===== config.mk =====
export PLATFORM = sky130hd
export DESIGN_NAME = melody_player_flat
export DESIGN_NICKNAME = d
export VERILOG_FILES = /design/src/rtl/melody_if.sv /design/src/rtl/melody_player.sv /design/src/flat_wrapper.sv
export SDC_FILE = /design/constraint.sdc
export NUM_CORES = 1
export LEC_CHECK = 0
export BUFFER_PORTS_ARGS = -buffer_cell sky130_fd_sc_hd__buf_4
export CORE_MARGIN = 1
export CORE_UTILIZATION = 57
export CTS_CLUSTER_DIAMETER = 50
export DETAILED_ROUTE_END_ITERATION = 16
export GPL_ROUTABILITY_DRIVEN = 0
export HOLD_SLACK_MARGIN = 0.15
export MAX_ROUTING_LAYER = met4
export PLACE_DENSITY_LB_ADDON = 0.25
export SLEW_MARGIN = 10
export SYNTH_ARGS = -nofsm -noshare
export SYNTH_HDL_FRONTEND = slang
export SYNTH_SLANG_ARGS = --single-unit

===== constraint.sdc =====
create_clock -name clk -period 4 [get_ports clk]
set_clock_uncertainty 0.2 [all_clocks]
set_input_delay 0.6 -clock clk [delete_from_list [all_inputs] [get_ports clk]]
set_output_delay 0.6 -clock clk [all_outputs]
set_load 0.05 [all_outputs]

===== src/rtl/melody_if.sv =====
// -----------------------------------------------------------------------------
// melody_if
//
// Purpose: groups the control and status signals of melody_player so that a
// controller (or bench) and the player connect through one bundle.
//
// Signals:
//   start     : request to begin playback, sampled on the rising clock edge
//   stop      : abort request, sampled on the rising clock edge, wins over start
//   ch_out    : square-wave audio output (registered)
//   busy      : high while a melody is playing (note or inter-note gap)
//   note_idx  : index of the current period-table entry
//   done      : one-cycle pulse at melody end
//   state_dbg : current FSM state (0 = IDLE, 1 = PLAY, 2 = GAP)
//
// Handshake: start and stop are level requests with no acknowledge. The player
// samples them on each rising edge. A start seen while busy is dropped. A stop
// seen while busy takes effect on that same edge. When both are high, stop wins.
//
// Modports:
//   master : the side that drives start/stop and observes status
//   slave  : the player itself
// -----------------------------------------------------------------------------
interface melody_if;
    logic       start;
    logic       stop;
    logic       ch_out;
    logic       busy;
    logic [2:0] note_idx;
    logic       done;
    logic [1:0] state_dbg;

    modport master (
        output start,
        output stop,
        input  ch_out,
        input  busy,
        input  note_idx,
        input  done,
        input  state_dbg
    );

    modport slave (
        input  start,
        input  stop,
        output ch_out,
        output busy,
        output note_idx,
        output done,
        output state_dbg
    );
endinterface


===== src/rtl/melody_player.sv =====
// -----------------------------------------------------------------------------
// melody_player
//
// Purpose: plays the first LEN notes of a fixed 8-entry scale as a square wave.
// Each note sounds for DUR clocks and is followed by GAP clocks of silence.
// GAP = 0 means the next note follows at once. At the end of the melody, done
// pulses for one cycle and the player returns to IDLE.
//
// Parameters:
//   DUR : note length in clk cycles (2 .. 2^24-1)
//   GAP : silence after each note in clk cycles (0 .. 2^24-1)
//   LEN : number of table entries played (1 .. 8)
//
// Ports:
//   clk  : system clock (12 MHz board clock)
//   rstn : asynchronous active-low reset
//   bus  : melody_if.slave (start, stop in; ch_out, busy, note_idx, done,
//          state_dbg out)
//
// Configuration macro:
//   MELODY_LOOP_EN : when defined, the melody end pulses done, rewinds to note 0
//                    and keeps playing until stop or reset. When undefined,
//                    playback is single-shot.
//
// All outputs are taken straight from flops. The next-state logic also
// computes the next value of every output, so no input reaches an output
// combinationally.
// -----------------------------------------------------------------------------
module melody_player #(
    parameter int unsigned DUR = 12000000,
    parameter int unsigned GAP = 600000,
    parameter int unsigned LEN = 8
) (
    input  logic     clk,
    input  logic     rstn,
    melody_if.slave  bus
);

    // Tone periods in clk cycles at 12 MHz (clk / note frequency). The names
    // and values match the board's divider.vh.
    localparam logic [15:0] DO_4  = 16'd45872;
    localparam logic [15:0] RE_4  = 16'd40863;
    localparam logic [15:0] MI_4  = 16'd36404;
    localparam logic [15:0] FA_4  = 16'd34361;
    localparam logic [15:0] SOL_4 = 16'd30612;
    localparam logic [15:0] LA_4  = 16'd27273;
    localparam logic [15:0] SI_4  = 16'd24297;
    localparam logic [15:0] DO_5  = 16'd22933;

    // Terminal counts for the shared segment counter. GAP_M1 is used only
    // when GAP is non-zero.
    localparam logic [23:0] DUR_M1   = 24'(DUR - 1);
    localparam logic [23:0] GAP_M1   = 24'(GAP - 1);
    localparam logic [2:0]  LAST_IDX = 3'(LEN - 1);

    typedef enum logic [1:0] {
        ST_IDLE = 2'd0,
        ST_PLAY = 2'd1,
        ST_GAP  = 2'd2
    } state_t;

    // Period table lookup. An entry of 0 would be a rest: the wrap logic keeps
    // the period counter at 0 and ch_out stays low.
    function automatic logic [15:0] period_of(input logic [2:0] idx);
        logic [15:0] p;
        case (idx)
            3'd0:    p = DO_4;
            3'd1:    p = RE_4;
            3'd2:    p = MI_4;
            3'd3:    p = FA_4;
            3'd4:    p = SOL_4;
            3'd5:    p = LA_4;
            3'd6:    p = SI_4;
            default: p = DO_5;
        endcase
        return p;
    endfunction

    // Registered state.
    state_t      state_q;
    logic [2:0]  note_q;
    logic [23:0] dur_q;     // cycles spent in the current PLAY or GAP segment
    logic [15:0] per_q;     // position within the current tone period
    logic        ch_q;
    logic        busy_q;
    logic        done_q;

    // Next-state values.
    state_t      state_d;
    logic [2:0]  note_d;
    logic [23:0] dur_d;
    logic [15:0] per_d;
    logic        ch_d;
    logic        busy_d;
    logic        done_d;

    logic        note_end;  // current note (including its gap) is finished
    logic [15:0] cur_per;   // period of the note now playing
    logic [15:0] nxt_per;   // period of the note selected for the next cycle

    assign cur_per = period_of(note_q);
    assign nxt_per = period_of(note_d);

    // ------------------------------------------------------------------------
    // Next-state and next-output logic
    // ------------------------------------------------------------------------
    always_comb begin
        state_d  = state_q;
        note_d   = note_q;
        dur_d    = dur_q;
        per_d    = per_q;
        done_d   = 1'b0;
        note_end = 1'b0;

        case (state_q)
            ST_IDLE: begin
                // stop wins over a simultaneous start
                if (bus.start && !bus.stop) begin
                    state_d = ST_PLAY;
                    note_d  = 3'd0;
                    dur_d   = 24'd0;
                    per_d   = 16'd0;
                end
            end

            ST_PLAY: begin
                if (bus.stop) begin
                    state_d = ST_IDLE;
                    dur_d   = 24'd0;
                    per_d   = 16'd0;
                end else if (dur_q == DUR_M1) begin
                    if (GAP == 0) begin
                        note_end = 1'b1;
                    end else begin
                        state_d = ST_GAP;
                        dur_d   = 24'd0;
                        per_d   = 16'd0;
                    end
                end else begin
                    dur_d = dur_q + 24'd1;
                    // Wrap at P-1. A rest (P=0) keeps the counter at 0.
                    if (cur_per == 16'd0 || per_q == cur_per - 16'd1) begin
                        per_d = 16'd0;
                    end else begin
                        per_d = per_q + 16'd1;
                    end
                end
            end

            ST_GAP: begin
                if (bus.stop) begin
                    state_d = ST_IDLE;
                    dur_d   = 24'd0;
                end else if (dur_q == GAP_M1) begin
                    note_end = 1'b1;
                end else begin
                    dur_d = dur_q + 24'd1;
                end
            end

            default: begin
                state_d = ST_IDLE;
                dur_d   = 24'd0;
                per_d   = 16'd0;
            end
        endcase

        // Advance to the next note, or finish the melody.
        if (note_end) begin
            dur_d = 24'd0;
            per_d = 16'd0;
            if (note_q == LAST_IDX) begin
                done_d = 1'b1;
`ifdef MELODY_LOOP_EN
                state_d = ST_PLAY;
                note_d  = 3'd0;
`else
                state_d = ST_IDLE;
`endif
            end else begin
                state_d = ST_PLAY;
                note_d  = note_q + 3'd1;
            end
        end

        // Outputs are produced from the next-cycle state, so the registered
        // ch_out matches the period counter that is held alongside it.
        busy_d = (state_d != ST_IDLE);
        ch_d   = (state_d == ST_PLAY) && (per_d < (nxt_per >> 1));
    end

    // ------------------------------------------------------------------------
    // State and output registers
    // ------------------------------------------------------------------------
    always_ff @(posedge clk or negedge rstn) begin
        if (!rstn) begin
            state_q <= ST_IDLE;
            note_q  <= 3'd0;
            dur_q   <= 24'd0;
            per_q   <= 16'd0;
            ch_q    <= 1'b0;
            busy_q  <= 1'b0;
            done_q  <= 1'b0;
        end else begin
            state_q <= state_d;
            note_q  <= note_d;
            dur_q   <= dur_d;
            per_q   <= per_d;
            ch_q    <= ch_d;
            busy_q  <= busy_d;
            done_q  <= done_d;
        end
    end

    assign bus.ch_out    = ch_q;
    assign bus.busy      = busy_q;
    assign bus.note_idx  = note_q;
    assign bus.done      = done_q;
    assign bus.state_dbg = state_q;

endmodule


===== src/flat_wrapper.sv =====
// flat-port wrapper written by rule: the top's interface ports become plain ports
module melody_player_flat 
#(
    parameter int unsigned DUR = 12000000,
    parameter int unsigned GAP = 600000,
    parameter int unsigned LEN = 8
)
  (clk, rstn, bus_start, bus_stop, bus_ch_out, bus_busy, bus_note_idx, bus_done, bus_state_dbg);
  melody_if bus_i ();
  input  logic clk;
  input  logic rstn;
  input wire logic [$bits(bus_i.start)-1:0] bus_start;
  input wire logic [$bits(bus_i.stop)-1:0] bus_stop;
  output wire logic [$bits(bus_i.ch_out)-1:0] bus_ch_out;
  output wire logic [$bits(bus_i.busy)-1:0] bus_busy;
  output wire logic [$bits(bus_i.note_idx)-1:0] bus_note_idx;
  output wire logic [$bits(bus_i.done)-1:0] bus_done;
  output wire logic [$bits(bus_i.state_dbg)-1:0] bus_state_dbg;
  assign bus_i.start = bus_start;
  assign bus_i.stop = bus_stop;
  assign bus_ch_out = bus_i.ch_out;
  assign bus_busy = bus_i.busy;
  assign bus_note_idx = bus_i.note_idx;
  assign bus_done = bus_i.done;
  assign bus_state_dbg = bus_i.state_dbg;
  melody_player #(.DUR(DUR), .GAP(GAP), .LEN(LEN)) u_core (.clk(clk), .rstn(rstn), .bus(bus_i));
endmodule

==> flow_summary.toml, run 1 <==
[synthesis]
ys_ff_latch = 48
syn_area_mm2 = 0.003674
ys_types = 65
syn-num-nets = 464
synth_edf_count = 0
yosysTopAreaCell = "dfrtp_1"
syn_inst = 433
synthFlopType = "dfrtp_1"
yosysWarnings = 0
synthTopCellsByArea = "dfrtp_1, ha_1, o21ai_0, nor2_1, xor2_1"
seq_area_frac_synth_pct = 32.70
async_flop_share_pct = 100.0
synth_top_area_share_pct = 32.70
post_synth.cell_area_avg_um2 = 8.484

[route]
first_pass_iters = 5
drtIter0Drc = 394
dr_total_vias = 3656
drc_errors = 0
vias_per_cell = 6.414
wl_um = 10210
ant_nets = 0
wl_per_cell_um = 17.92

[global_routing]
grt_usage_pct = 31.86
grt_overflow = 0
grt_max_degree = 49
grt_pass1_wl_um = 15570
grt_pass1_vias = 3325
grt_antenna_before_repair = 0

[sta]
fin_hold_ws_ns = 0.3188
min_period_ns = 4.382
setup_violations = 1
maxSlewHeadroom_pct = 42.24
period_share_pct = 109.6
tns_ns = -0.3820
rsz0062_at_grt = "yes"
fin_ws_ns = -0.3820
worstMarginPinSlew_ns = 0.8633
clock.fmax_ghz = 0.2282
maxSlewViolCount = 0
hold_violations = 0

[die]
die-area_mm2 = 0.006770
rows = 28
core-area_mm2 = 0.006061
start_util_pct = 60.61
die_w_um = 82.28
ioPinCount = 12
die_h_um = 82.28

[final_layout]
diodes = 0
fill_cells = 438
utilization_pct = 75.06
syn2layout_area_growth_pct = 23.84
final_cells = 570
drive_gt1_share_pct = 24.04
nets = 525

[clock_tree]
clock_tree.buffer_depth = 2
root_buffer = "clkbuf_8"
htree_num_levels = 2
clkSlewWorstSetupHoldPaths_ns = 0.10
insertion_delay_ns = 0.32
cts_tree = "yes"
numCtsBuffers = 5
cts.sinks = 48

[placed_design]
dpl.hpwl_um = 6965
numPortBuffers = 11
dp.cells = 555

[setup_path]
crit_path_end_kind = "register"
worstPathMaxFanout = 8
crit_path_start_kind = "register"
worstPathArrival_ns = 4.43
crit_type = "reg2reg"
crit_required_ns = 4.05

[power_and_ir_drop]
power_density_mw_per_mm2 = 291.7
ir_drop_mv = 0.3214
finalPower_mw = 1.327
power_leakage_nw = 2.048

[status]
failed_checks = "negative setup slack"
status = "finished, violations left"

[hold_path]
hp-class = "reg2reg"

[flow_run]
maxCapViolCount = 0
## layout by cell type (no fill, tap or decap), drive strengths merged, types with 15 or more instances in the layout
cell type,instances
buf,68
dfrtp,48
o21ai,44
nor2,40
nand2,34
ha,27
nor3,20
nand3,19
a21oi,17
inv,16
xor2,15
## critical path: stages, from the launching register on
cell and delay [ns]:
dfrtp_4 0.48, inv_4 0.06, buf_12 0.12, ha_4 0.16, or4_4 0.58, a22o_1 0.22, a221oi_2 0.22, nor4_1 0.07
and4_1 0.23, or2_4 0.28, buf_8 0.14, buf_4 0.13, nor3b_2 0.16, a21o_1 0.17, ha_4 0.23, a21oi_2 0.17
o21ai_2 0.08, a221oi_2 0.22, o21ai_1 0.09, nor3_1 0.13, o211a_1 0.16
## registers in the layout, indices dropped and copies added, names as in the netlist
signal                flops
u_core.bus.note_idx       3
u_core.dur_q             24
u_core.bus.busy           1
u_core.bus.state_dbg      2
u_core.bus.done           1
u_core.per_q             16
u_core.bus.ch_out         1
## worst paths after layout
| kind | from | end | slack [ns] | cells after the start |
|---|---|---|---|---|
| min in group asynchronous | rstn | u_core.dur_q[3]$_DFFE_PN0P_ | 0.63 | 2 |
| hold / removal | u_core.dur_q[5]$_DFFE_PN0P_ | u_core.dur_q[5]$_DFFE_PN0P_ | 0.32 | 1 |
| max in group asynchronous | rstn | u_core.bus.note_idx[1]$_DFF_PN0_ | 2.50 | 2 |
| setup / recovery | u_core.bus.note_idx[0]$_DFF_PN0_ | u_core.bus.ch_out$_DFF_PN0_ | -0.38 | 20 |
| hold reg to reg | u_core.dur_q[5]$_DFFE_PN0P_ | u_core.dur_q[5]$_DFFE_PN0P_ | 0.32 | 1 |
| setup reg to reg | u_core.bus.note_idx[0]$_DFF_PN0_ | u_core.bus.ch_out$_DFF_PN0_ | -0.38 | 20 |
## metal layers
metal	track usage, %	wire [um]	up-vias
li1	-	-	1712
met1	43.03	4705	1790
met2	49.50	4819	137
met3	4.725	531	17
met4	9.474	156	0
met5	-	0	-
## per-stage QoR
stage	cell area (um^2)	setup slack (ns)
2_1_floorplan	3765	-0.2098
3_3_place_gp	4224	-0.2661
3_5_place_dp	4224	-0.4036
4_1_cts	4474	-0.3110
5_1_grt	4549	-0.5076
6_report	4549	-0.3820
## cells by family after synthesis
kind of cell,count (synthesis),synth area share (%)
XOR/XNOR,25,5.960
AND/OR/NAND/NOR,195,28.85
buffers and inverters,31,4.428
flip-flops,48,32.70
adder cells (fa/ha/maj),27,9.196
multiplexers,1,0.2725
AO/OA/AOI/OAI,106,18.60
## layout make-up
type                    count  area, um^2  area share, %
repair buffers             69       548.0          12.05
clock inverters             2       38.79         0.8526
clock buffers               6       82.58          1.815
flip-flops and latches     48        1207          26.54
well taps                  75       93.84          2.063
multi-input cells         354        2516          55.31
inverters                  16       62.56          1.375
## what timing repair did
| action | 4_1_cts | 5_1_grt |
|---|---|---|
| cloned | 1 | 0 |
| hold endpoints to repair | 48 | 0 |
| hold buffers | 1 | 0 |
| endpoints found under the setup margin | 1 | 1 |
| pin swaps | 8 | 6 |
| buffers inserted | 4 | 1 |
| resized for setup | 15 | 13 |
## synthesized netlist by cell type (5+ instances only)
| cell type | count |
|---|---|
| a21o_1 | 11 |
| a21oi_1 | 16 |
| xnor2_1 | 10 |
| nor3_1 | 20 |
| nor2b_1 | 5 |
| inv_1 | 15 |
| nand4_1 | 12 |
| o21ai_0 | 42 |
| xor2_1 | 15 |
| nand2b_1 | 9 |
| dfrtp_1 | 48 |
| and3_1 | 14 |
| nor3b_1 | 9 |
| ha_1 | 27 |
| nand3_1 | 19 |
| nand2_1 | 34 |
| clkbuf_1 | 6 |
| nor2_1 | 40 |
## power breakdown
| group | switching [mW] | internal (mW) | leakage, nW |
|---|---|---|---|
| combinational | 0.261 | 0.142 | 1.33 |
| clock | 0.180 | 0.205 | 0.0614 |
| sequential | 0.0287 | 0.511 | 0.660 |
| total | 0.470 | 0.857 | 2.05 |
(Power assumes the default switching activity.)
==> inputs of run 2 (changes only) <==
- CORE_UTILIZATION: 57 -> 45
==> flow_summary.toml, run 2 (synthesis gave the netlist of run 1 again) <==
[route]
ant_nets = 0
first_pass_iters = 5
vias_per_cell = 5.817
wl_per_cell_um = 15.86
dr_total_vias = 3531
drc_errors = 0
wl_um = 9625
drtIter0Drc = 290

[sta]
maxSlewHeadroom_pct = 58.61
tns_ns = -0.4665
worstMarginPinSlew_ns = 0.6208
fin_ws_ns = -0.4665
clock.fmax_ghz = 0.2239
hold_violations = 0
min_period_ns = 4.467
rsz0062_at_grt = "yes"
period_share_pct = 111.7
maxSlewViolCount = 0
fin_hold_ws_ns = 0.3159
setup_violations = 1

[final_layout]
top_register = "u_core.dur_q"
diodes = 0
final_cell_mix = "buf_4, dfrtp_1, nor2_1"
drive_gt1_share_pct = 26.53
syn2layout_area_growth_pct = 27.21
layout_commonest_cell = "buf_4"
largest_reg_flops = 24
nets = 536

[global_routing]
grt_usage_pct = 24.14
grt_pass1_vias = 3378
grt_pass1_wl_um = 16010
grt_max_degree = 49
grt_antenna_before_repair = 0
grt_overflow = 0

[power_and_ir_drop]
switchingPower_mw = 0.4560
seqPwrFrac_pct = 43.3
p_comb_share_pct = 33.6
internal_power_mw = 0.7859
clkPwrFrac_pct = 23.1
swShare_pct = 36.72
ir_drop_mv = 0.2296
power_leakage_nw = 2.099
power_density_mw_per_mm2 = 265.7

[clock_tree]
clkSlewWorstSetupHoldPaths_ns = 0.09
cts.sinks = 48
htree_num_levels = 2
cts_tree = "yes"
root_buffer = "clkbuf_8"
clock_tree.buffer_depth = 2
insertion_delay_ns = 0.31
numCtsBuffers = 5

[placed_design]
numPortBuffers = 11
dpl.hpwl_um = 7199
place_ws_ns = -0.3864

[setup_path]
r2r-start = "u_core.bus.note_idx[0]$_DFF_PN0_"
crit_path_start_kind = "register"
worstPathCellList = "buf_6, ha_4, or4_4, a22o_1, a221oi_2, nor4_1, and4_1, or2_4, buf_12, o211ai_2, o21a_1, ha_1, nand4_1, nor2_1, a221oi_1, o21ai_1, nor3_2, o211a_1"
worstReg2RegEnd = "u_core.bus.ch_out$_DFF_PN0_"
cpMaxStageDelayCell = "or4_4"
worstPathMaxFanout = 10
worstPathArrival_ns = 4.50
max_stage_delay_ns = 0.56
rrSetupSlack_ns = -0.47
crit_required_ns = 4.04
crit_type = "reg2reg"
r2r_cells = 18
crit_path_end_kind = "register"

[hold_path]
min_to = "u_core.dur_q[3]$_DFFE_PN0P_"
whs_path_depth = 1
hold_start = "u_core.dur_q[3]$_DFFE_PN0P_"
hp-class = "reg2reg"

[die]
core-area_mm2 = 0.007807
die_h_um = 92.35
die_w_um = 92.35
ioPinCount = 12
rows = 32
start_util_pct = 47.05
die-area_mm2 = 0.008529

[status]
failed_checks = "negative setup slack"
status = "finished, violations left"

[flow_run]
maxCapViolCount = 0
-- run 2: changes by cell type in the layout (fill, tap and decap cells not counted), sizes merged --
cell / delta
buf: +10
clkinvlp: +1
bufinv: -1
-- run 2: repair_timing --
item	in CTS	in global routing
setup endpoints to repair	1	1
cloned	0	2
pin swaps	6	15
setup buffers	6	3
hold buffers	1	0
endpoints found under the hold margin	48	0
gates resized for setup	9	21
-- run 2: worst max-delay path: cells and delay by family, from the launching register on --
| kind | cells | cell delay, ns |
|---|---|---|
| AO/OA/AOI/OAI | 7 | 1.42 |
| buffers and inverters | 2 | 0.29 |
| adder cells (fa/ha/maj) | 2 | 0.45 |
| AND/OR/NAND/NOR | 7 | 1.51 |
| flip-flops | 1 | 0.52 |
-- run 2: power by group through the flow --
stage                     clock [mW]  sequential, mW  combinational [mW]
after floorplan                    0           0.592               0.213
after global placement             0           0.547               0.376
after detailed placement           0           0.547               0.381
after CTS                      0.293           0.538               0.391
after global routing           0.309           0.543               0.455
final                          0.287           0.538               0.417
-- run 2: area by class of cell --
cell class / instances / area [um^2]
fillers: 670 / 3134
repair buffers: 80 / 644.4
inverters: 16 / 62.56
clock buffers: 5 / 68.82
well taps: 102 / 127.6
clock inverters: 2 / 12.51
flip-flops and latches: 48 / 1207
multi-input cells: 354 / 2550
-- run 2: layer usage --
layer / up-vias / track usage [%] / share of wire [%]
met5: - / - / 0
met4: 0 / 6.510 / 1.5
met3: 16 / 2.381 / 4.4
met2: 110 / 37.90 / 45
met1: 1680 / 33.37 / 49
li1: 1725 / - / -
-- run 2: stage by stage --
step,power [mW],cells,area (um^2),utilization (%)
final,1.242,607,4673,59.86
after global routing,1.307,607,4673,59.86
after CTS,1.222,602,4501,57.64
after detailed placement,0.9281,588,4303,55.11
after global placement,0.9224,588,4303,55.11
after floorplan,0.8058,433,3765,-
-- run 2: how the worst max path moves through the flow --
stage / end / cells after the start / from
2_1_floorplan: u_core.bus.ch_out$_DFF_PN0_ / 20 / u_core.bus.note_idx[0]$_DFF_PN0_
3_3_place_gp: u_core.bus.ch_out$_DFF_PN0_ / 17 / u_core.bus.note_idx[0]$_DFF_PN0_
5_1_grt: u_core.bus.ch_out$_DFF_PN0_ / 18 / u_core.bus.note_idx[0]$_DFF_PN0_
3_5_place_dp: u_core.bus.ch_out$_DFF_PN0_ / 17 / u_core.bus.note_idx[0]$_DFF_PN0_
6_report: u_core.bus.ch_out$_DFF_PN0_ / 18 / u_core.bus.note_idx[0]$_DFF_PN0_
4_1_cts: u_core.bus.ch_out$_DFF_PN0_ / 18 / u_core.bus.note_idx[0]$_DFF_PN0_
==> inputs of run 3 (changes only) <==
- CORE_ASPECT_RATIO: not set -> 0.5
==> flow_summary.toml, run 3 (synthesis gave the netlist of run 1 again) <==
[status]
status = "finished, violations left"
failed_checks = "negative setup slack"

[route]
drc_errors = 0
wl_um = 9205
dr_total_vias = 3385
first_pass_iters = 5
drtIter0Drc = 206
ant_nets = 0
wl_per_cell_um = 15.09
vias_per_cell = 5.549

[power_and_ir_drop]
p_comb_share_pct = 30.4
switchingPower_mw = 0.4826
ir_drop_mv = 0.1968
finalPower_mw = 1.408
seqPwrFrac_pct = 38.2
internal_power_mw = 0.9259
power_leakage_nw = 2.092
clkPwrFrac_pct = 31.4
power_density_mw_per_mm2 = 303.6
swShare_pct = 34.26

[setup_path]
crit_required_ns = 4.03
crit_buf_inv = 1
worstPathMaxFanout = 23
crit_family = "compound AO/OA/AOI/OAI gates"
crit_path_end_kind = "register"
crit_type = "reg2reg"
path_common_cell = "ha_4"
cpMaxStageDelayCell = "dfrtp_4"
crit_path_start_kind = "register"
rrSetupSlack_ns = -0.40
worstReg2RegEnd = "u_core.bus.ch_out$_DFF_PN0_"
r2r_cells = 18
max_stage_delay_ns = 0.52
worstPathCellList = "ha_4, ha_4, or4_4, a22o_1, a221oi_2, nor4_2, and4_1, or2_1, buf_12, nor4_4, a21o_1, ha_4, a21oi_2, o21ai_1, a221oi_1, o21ai_1, nor3_2, o211a_1"
r2r-start = "u_core.bus.note_idx[0]$_DFF_PN0_"
worstPathArrival_ns = 4.43

[hold_path]
whs_path_depth = 1
hold_start = "u_core.dur_q[5]$_DFFE_PN0P_"
min_to = "u_core.dur_q[5]$_DFFE_PN0P_"
hp-class = "reg2reg"

[final_layout]
diodes = 0
syn2layout_area_growth_pct = 26.29
nets = 532
largest_reg_flops = 24
layout_commonest_cell = "buf_4"
final_cell_mix = "buf_4, dfrtp_1, nor2_1"
drive_gt1_share_pct = 24.30
top_register = "u_core.dur_q"

[clock_tree]
cts_tree = "yes"
clock_tree.buffer_depth = 2
htree_num_levels = 2
insertion_delay_ns = 0.29
root_buffer = "clkbuf_16"
cts.sinks = 48
numCtsBuffers = 5
clkSlewWorstSetupHoldPaths_ns = 0.07

[global_routing]
grt_overflow = 0
grt_pass1_wl_um = 15190
grt_max_degree = 49
grt_usage_pct = 23.57
grt_antenna_before_repair = 0
grt_pass1_vias = 3219

[die]
die_w_um = 129.8
start_util_pct = 48.35
rows = 22
core-area_mm2 = 0.007597
die_h_um = 65.89
die-area_mm2 = 0.008551
ioPinCount = 12

[flow_run]
maxCapViolCount = 0

[sta]
rsz0062_at_grt = "yes"
maxSlewHeadroom_pct = 40.68
setup_violations = 1
hold_violations = 0
worstMarginPinSlew_ns = 0.8865
period_share_pct = 110.0
maxSlewViolCount = 0
min_period_ns = 4.400
fin_ws_ns = -0.4004
clock.fmax_ghz = 0.2273

[placed_design]
numPortBuffers = 11
place_ws_ns = -0.3832
dpl.hpwl_um = 6821
run 3: power groups by stage:
stage               logic, mW  clock network (mW)  registers [mW]
finish                  0.428               0.442           0.538
CTS                     0.417               0.446           0.538
floorplan               0.213                   0           0.592
detailed placement      0.411                   0           0.546
global route            0.463               0.472           0.542
global placement        0.405                   0           0.548
run 3: worst reg2reg max path, delay by kind of cell (launching register included):
kind                     cells  cell delay (ns)
AO/OA/AOI/OAI                8             1.51
adder cells (fa/ha/maj)      3             0.58
buffers and inverters        1             0.17
flip-flops                   1             0.52
AND/OR/NAND/NOR              6             1.38
run 3: layer usage:
layer | global-route usage (%) | vias up | share of wire, %
met4 | 5.378 | 0 | 0.98
met3 | 3.722 | 6 | 2.5
met5 | - | - | 0
li1 | - | 1723 | -
met1 | 31.28 | 1607 | 50
met2 | 38.10 | 49 | 47
run 3: area by class of cell:
type / count / area, um^2
clock buffer: 6 / 138.9
sequential: 48 / 1207
tap: 108 / 135.1
multi-input combinational: 354 / 2484
inverter: 16 / 62.56
clock inverter: 2 / 13.76
timing repair buffer: 76 / 598.1
fill: 667 / 2958
run 3: worst max-delay path by stage:
stage | start | endpoint | slack, ns | depth (start not counted)
final | u_core.bus.note_idx[0]$_DFF_PN0_ | u_core.bus.ch_out$_DFF_PN0_ | -0.40 | 18
after global routing | u_core.bus.note_idx[0]$_DFF_PN0_ | u_core.bus.ch_out$_DFF_PN0_ | -0.59 | 18
after CTS | u_core.bus.note_idx[0]$_DFF_PN0_ | u_core.bus.ch_out$_DFF_PN0_ | -0.36 | 18
after detailed placement | u_core.bus.note_idx[0]$_DFF_PN0_ | u_core.bus.ch_out$_DFF_PN0_ | -0.38 | 18
after global placement | u_core.bus.note_idx[0]$_DFF_PN0_ | u_core.bus.ch_out$_DFF_PN0_ | -0.27 | 17
after floorplan | u_core.bus.note_idx[0]$_DFF_PN0_ | u_core.bus.ch_out$_DFF_PN0_ | -0.21 | 20
run 3: through the flow:
step / hold slack (ns) / setup TNS [ns] / area (um^2) / std cells / utilization, %
floorplan: 0.1044 / -0.2098 / 3765 / 433 / -
CTS: 0.3232 / -0.3595 / 4552 / 609 / 59.91
finish: 0.3212 / -0.4004 / 4639 / 610 / 61.07
detailed placement: 0.3140 / -0.3832 / 4368 / 600 / 57.49
global placement: 0.3087 / -0.2663 / 4368 / 600 / 57.49
global route: 0.3441 / -0.5908 / 4639 / 610 / 61.07
run 3: what timing repair did:
item                                    CTS  global route
endpoints found under the hold margin    14             0
resized for setup                         4            11
hold buffers                              1             0
endpoints found under the setup margin    1             1
pin swaps                                 3             1
setup buffers                             0             1
